[src/rtl/alu_share_arbiter.sv]
// Shares one combinational ALU between the execute path (requester 0) and the
// address/compare helper (requester 1). Only one operation is in flight at a
// time. Operands are captured, the ALU gets one cycle to settle, and the result
// is then held in a response slot until the owning requester takes it.
//
//  state | meaning
//  ------+-----------------------------------------------------------
//  IDLE  | arbitrate round-robin, accept one request
//  EXEC  | ALU settles on registered inputs; capture result at cycle end
//  RESP  | response held for the owner until its rsp_ready
module alu_share_arbiter #(
   parameter int WIDTH = 32,
   parameter int OPW   = 4
) (
   input  logic             clk,
   input  logic             reset,
   input  logic [1:0]       req_valid,
   output logic [1:0]       req_ready,
   input  logic [OPW-1:0]   req0_op,
   input  logic [OPW-1:0]   req1_op,
   input  logic [WIDTH-1:0] req0_a,
   input  logic [WIDTH-1:0] req0_b,
   input  logic [WIDTH-1:0] req1_a,
   input  logic [WIDTH-1:0] req1_b,
   output logic [OPW-1:0]   alu_control,
   output logic [WIDTH-1:0] alu_a,
   output logic [WIDTH-1:0] alu_b,
   input  logic [WIDTH-1:0] alu_result,
   input  logic             alu_zero,
   input  logic             alu_overflow,
   input  logic             alu_underflow,
   input  logic             alu_lt,
   output logic [1:0]       rsp_valid,
   input  logic [1:0]       rsp_ready,
   output logic [WIDTH-1:0] rsp_result,
   output logic [3:0]       rsp_flags,
   output logic             rsp_err,
   output logic             busy
);

   typedef enum logic [1:0] {
      IDLE = 2'd0,
      EXEC = 2'd1,
      RESP = 2'd2
   } state_t;

   localparam logic [OPW-1:0] OP_ADD = OPW'(0);
   localparam logic [OPW-1:0] OP_SUB = OPW'(1);
   localparam logic [OPW-1:0] OP_AND = OPW'(2);
   localparam logic [OPW-1:0] OP_OR  = OPW'(3);
   localparam logic [OPW-1:0] OP_SLT = OPW'(5);

   state_t           r_state;
   state_t           w_state_nxt;
   logic             r_ptr;
   logic             r_owner;
   logic [OPW-1:0]   r_ctrl;
   logic [WIDTH-1:0] r_a;
   logic [WIDTH-1:0] r_b;
   logic [WIDTH-1:0] r_result;
   logic [3:0]       r_flags;
   logic             r_err;

   logic [1:0]       w_grant;
   logic             w_accept;
   logic [OPW-1:0]   w_sel_op;
   logic [WIDTH-1:0] w_sel_a;
   logic [WIDTH-1:0] w_sel_b;
   logic             w_sel_legal;

   // Round-robin grant: a lone requester always wins; on contention the pointer decides.
   always_comb begin
      w_grant = 2'b00;
      case (req_valid)
         2'b01:   w_grant = 2'b01;
         2'b10:   w_grant = 2'b10;
         2'b11:   w_grant = r_ptr ? 2'b10 : 2'b01;
         default: w_grant = 2'b00;
      endcase
   end

   // Operand mux for the winner and legality check of its op code.
   always_comb begin
      w_sel_op    = w_grant[1] ? req1_op : req0_op;
      w_sel_a     = w_grant[1] ? req1_a  : req0_a;
      w_sel_b     = w_grant[1] ? req1_b  : req0_b;
      w_sel_legal = (w_sel_op == OP_ADD) || (w_sel_op == OP_SUB) ||
                    (w_sel_op == OP_AND) || (w_sel_op == OP_OR)  ||
                    (w_sel_op == OP_SLT);
   end

   // State register.
   always_ff @(posedge clk) begin
      if (reset) r_state <= IDLE;
      else       r_state <= w_state_nxt;
   end

   // Next-state and handshake outputs.
   always_comb begin
      w_state_nxt = r_state;
      req_ready   = 2'b00;
      rsp_valid   = 2'b00;
      busy        = 1'b1;
      w_accept    = 1'b0;
      case (r_state)
         IDLE: begin
            busy      = 1'b0;
            req_ready = w_grant;
            w_accept  = |(req_valid & w_grant);
            if (w_accept) w_state_nxt = EXEC;
         end
         EXEC: w_state_nxt = RESP;
         RESP: begin
            rsp_valid = r_owner ? 2'b10 : 2'b01;
            if (rsp_ready[r_owner]) w_state_nxt = IDLE;
         end
         default: w_state_nxt = IDLE;
      endcase
   end

   // Operand capture on accept; result/flag capture at the end of EXEC.
   // Illegal ops run as a neutral add and report zeros instead of the ALU output.
   always_ff @(posedge clk) begin
      if (reset) begin
         r_ptr    <= 1'b0;
         r_owner  <= 1'b0;
         r_ctrl   <= '0;
         r_a      <= '0;
         r_b      <= '0;
         r_result <= '0;
         r_flags  <= '0;
         r_err    <= 1'b0;
      end else begin
         case (r_state)
            IDLE: begin
               if (w_accept) begin
                  r_owner <= w_grant[1];
                  r_ptr   <= ~w_grant[1];
                  r_ctrl  <= w_sel_legal ? w_sel_op : OP_ADD;
                  r_a     <= w_sel_a;
                  r_b     <= w_sel_b;
                  r_err   <= ~w_sel_legal;
               end
            end
            EXEC: begin
               if (r_err) begin
                  r_result <= '0;
                  r_flags  <= '0;
               end else begin
                  r_result <= alu_result;
                  r_flags  <= {alu_lt, alu_underflow, alu_overflow, alu_zero};
               end
            end
            default: ;
         endcase
      end
   end

   assign alu_control = r_ctrl;
   assign alu_a       = r_a;
   assign alu_b       = r_b;
   assign rsp_result  = r_result;
   assign rsp_flags   = r_flags;
   assign rsp_err     = r_err;

endmodule

[config.mk]
export PLATFORM = sky130hd
export DESIGN_NAME = alu_share_arbiter
export DESIGN_NICKNAME = d
export VERILOG_FILES = /design/src/rtl/alu_share_arbiter.sv
export SDC_FILE = /design/constraint.sdc
export NUM_CORES = 1
export LEC_CHECK = 0
export ABC_AREA = 0
export CAP_MARGIN = 15
export CELL_PAD_IN_SITES_DETAIL_PLACEMENT = 0
export CELL_PAD_IN_SITES_GLOBAL_PLACEMENT = 1
export CORE_MARGIN = 4
export CORE_UTILIZATION = 22
export CTS_CLUSTER_SIZE = 20
export DETAILED_ROUTE_END_ITERATION = 8
export PLACE_DENSITY_LB_ADDON = 0.1
export RECOVER_POWER = 100
export SLEW_MARGIN = 25
export SYNTH_ARGS = -nofsm -noshare
export SYNTH_HDL_FRONTEND = slang
export SYNTH_SLANG_ARGS = --single-unit
[constraint.sdc]
create_clock -name clk -period 1.2 [get_ports clk]
set_input_delay 0.12 -clock clk [delete_from_list [all_inputs] [get_ports clk]]
set_output_delay 0.12 -clock clk [all_outputs]
set_load 0.05 [all_outputs]
==> impl_summary.txt <==
----------------------------------------------------
[Floorplanning]
  Std-Cell Core Area ... 18,800 um^2
  Number of placement rows ... 50
  Horizontal extent of the die ... 147 um
  Number of top-level design ports ... 288
  Initial Util ... 22.5%
  Die area ... 21,500 um^2
  Chip height ... 147 um

[Route]
  Routed wire length ... 20,200 um
  First-pass DRT Iterations ... 8
  Remaining antenna violation count ... 0
  DRC violation count after routing ... 0
  Drt wl/cell ... 19.3 um
  Vias per Instance ... 4.69
  Drt initial violations ... 348
  Total number of vias ... 4,893

[Global route]
  Met1 track demand over resource in global routing ... 20.6%
  All-layer global routing usage ... 17.8%
  Antenna violations before repair ... 0
  Wire length of the first global-routing pass ... 29,900 um
  Global route hottest layer ... met2
  Global routing usage on met3 ... 6.29%
  GRT Residual Overflow ... 0
  Maximum number of pins on one net before global-route repair ... 75
  Via count of the first global-routing pass ... 5,202
  Global-route track usage on met2 ... 30.7%

[Critical path]
  Largest fanout on the critical path ... 3
  Startpoint class of the critical path ... register
  Data required time of the critical path ... 1080 ps
  Type of destination of the critical path ... primary output
  Critical path type ... reg2out
  Worst r2r path cells ... 8
  Reg2reg end ... r_ptr$_SDFFE_PP0P_
  Critical path arrival ... 1360 ps
  Startpoint of the most critical register-to-register path ... r_state[0]$_SDFFE_PP0P_
  Worst reg2reg setup slack ... -250 ps

[Power]
  Leakage power total ... 3.54 nW
  Switching pwr ... 4.23 mW
  Sequential share of power ... 35.7%
  Fraction of power consumed by combinational cells ... 39.5%
  Cell Pwr Density ... 1330 nW/um^2
  Pint ... 7.41 mW
  Switching part of the total ... 36.4%
  Clock group share of total power ... 24.8%
  Maximum vdd drop ... 0.699 mV

[STA]
  Time the final worst path needs with I/O delays and setup ... 1480 ps
  Endpoints failing setup ... 110
  Final WS setup ... -277 ps
  Count of endpoints failing hold in the final timing report ... 0
  Crit share post-route ... 123%
  Actual slew at the worst max-slew pin ... 366 ps
  Max Fclk ... 677 MHz
  Max-slew violation count ... 0
  Unrepaired setup endpoints after global routing ... true
  Final hold slack ... 158 ps
  Skew final ... 8.99 ps
  Headroom to the max-slew limit ... 75.6%

[Synth]
  Sequential area share after synthesis ... 51.6%
  Total standard cell area after synthesis ... 4230 um^2
  Post-synthesis net count ... 634
  Count of cell types in the netlist ... 31
  Synthesized instance count ... 456
  Avg Synthesized Cell Area ... 9.28 um^2
  Number of warnings printed during yosys synthesis ... 0
  Total of flip-flops plus latches after synthesis ... 109

[Finish]
  Fillcell total ... 1,775
  Layout cells sized above 1 ... 37.9%
  Post-synthesis to final-layout area growth ... 107%
  Area occupied by multi-input gates ... 2390 um^2
  Most common cell after layout, fill and taps aside ... sky130_fd_sc_hd__clkdlybuf4s50_1
  Leading cell types in the layout, fill and taps excluded ... sky130_fd_sc_hd__clkdlybuf4s50_1, sky130_fd_sc_hd__nor2_1, sky130_fd_sc_hd__dfxtp_1
  Antenna cell count ... 0
  Count of nets after finishing ... 957
  Register Area ... 2190 um^2
  Post-route cell area ... 8780 um^2

[Placement]
  Detailed-placement wirelength estimate ... 12,600 um
  Final RePlAce weighted congestion ... 0.753
  Total placed instance area ... 8620 um^2
  Worst slack after detailed placement ... -489 ps
  Number of buffers added on ports ... 287

[Clocking]
  Clock root buffer master ... sky130_fd_sc_hd__clkbuf_16
  CTS sink count ... 109
  Clk slew on worst S/H paths ... 70 ps
  Count of hold-fix buffers inserted at cts ... 0
  Maximum clock insertion buffer count ... 2
  Number of H-tree levels ... 3
  Clk Latency, worst-skew pair ... 350 ps
  CTS tree ... done
  Number of clock buffers inserted by TritonCTS ... 9

[Status]
  Failing checks ... negative setup slack
  Run status ... finished, violations left

[Worst hold path]
  Hold Path Origin ... reset
  Destination of the worst hold path ... rsp_err$_SDFFE_PP0P_
  Worst hold path depth ... 3
  Hold crit path type ... in2reg

[Run]
  Max-cap check violation count ... 0

----------------------------------------------------
## sequential cells by signal (all words and copies together), names as in the netlist
name / flops
r_state: 2
r_ptr: 1
alu_control: 4
r_owner: 1
rsp_flags: 4
rsp_err: 1
alu_b: 32
rsp_result: 32
alu_a: 32
## critical path: stages, from the launching register on
cell                      delay (ps)
sky130_fd_sc_hd__dfxtp_2         340
sky130_fd_sc_hd__nor2_4          190
sky130_fd_sc_hd__nand3_2         130
sky130_fd_sc_hd__inv_4           110
sky130_fd_sc_hd__buf_6           110
sky130_fd_sc_hd__buf_12          130
## cell type report
type	count	share of cell area (%)
clock inverters	5	0.399
repair inverters	3	0.456
inverters	5	0.456
flip-flops and latches	109	25.0
clock buffers	11	2.76
well taps	260	3.71
repair buffers	352	40.0
multi-input cells	299	27.2
## cell usage after synthesis, drive strengths merged
master	instances	area, um^2
clkbuf	18	67.6
nor2b	1	6.26
buf	25	163
inv	5	21.3
a21oi	43	215
dfxtp	109	2180
and3	1	6.26
a222oi	42	420
o22a	1	8.76
nor2	130	503
o211ai	1	7.51
o221ai	23	201
a21o	1	7.51
mux2i	3	30.0
nand2	4	15.0
nor3b	37	278
and3b	1	8.76
o21ai	1	8.76
a211oi	2	15.0
nand3b	1	7.51
nand2b	4	27.5
nand3	3	32.5
## cell families after synthesis
kind of cell,synth area share (%)
and+or+nand+nor,20.9
buffers and inverters,5.94
DFF,51.6
muxes,0.709
AOI/OAI and AO/OA,20.9
## worst max-delay path by stage
| stage | to | cells after the start | from | slack, ps |
|---|---|---|---|---|
| global placement | alu_control[1]$_SDFFE_PP0P_ | 6 | req_valid[0] | -420 |
| finish | req_ready[0] | 5 | r_state[0]$_SDFFE_PP0P_ | -280 |
| floorplan | alu_b[12]$_SDFFE_PP0P_ | 6 | r_state[1]$_SDFFE_PP0P_ | -100 |
| CTS | req_ready[0] | 5 | r_state[0]$_SDFFE_PP0P_ | -280 |
| detailed placement | alu_control[1]$_SDFFE_PP0P_ | 6 | req_valid[0] | -490 |
| global route | alu_a[30]$_SDFFE_PP0P_ | 7 | r_ptr$_SDFFE_PP0P_ | -350 |
## routing by layer
metal | vias up | wire length, um | part of all wire, %
met5 | - | 0 | 0
met4 | 0 | 352 | 1.7
met3 | 22 | 1730 | 8.6
met2 | 213 | 10200 | 50
met1 | 2317 | 7900 | 39
li1 | 2341 | - | -
## metrics by stage
step           TNS (ps)  cells  utilization [%]  power (mW)
3_3_place_gp     -29620    985             45.8        8.86
4_1_cts          -21640   1031             52.8        12.6
5_1_grt          -25600   1044             46.6        12.2
3_5_place_dp     -33160    985             45.8        8.90
6_report         -18040   1044             46.6        11.6
2_1_floorplan     -4260    456                -        6.40
## power by group through the flow
stage	sequential (mW)	clock, mW	combinational, mW
2_1_floorplan	5.33	0	1.07
3_3_place_gp	4.39	0	4.47
3_5_place_dp	4.40	0	4.50
4_1_cts	4.33	3.01	5.29
5_1_grt	4.20	3.14	4.84
6_report	4.16	2.89	4.59
## timing repair
action | CTS | global route
pin swaps | 91 | 32
setup endpoints to repair | 112 | 113
gates cloned | 16 | 4
setup buffers | 14 | 11
gates resized for setup | 129 | 52
(Power assumes the default switching activity.)
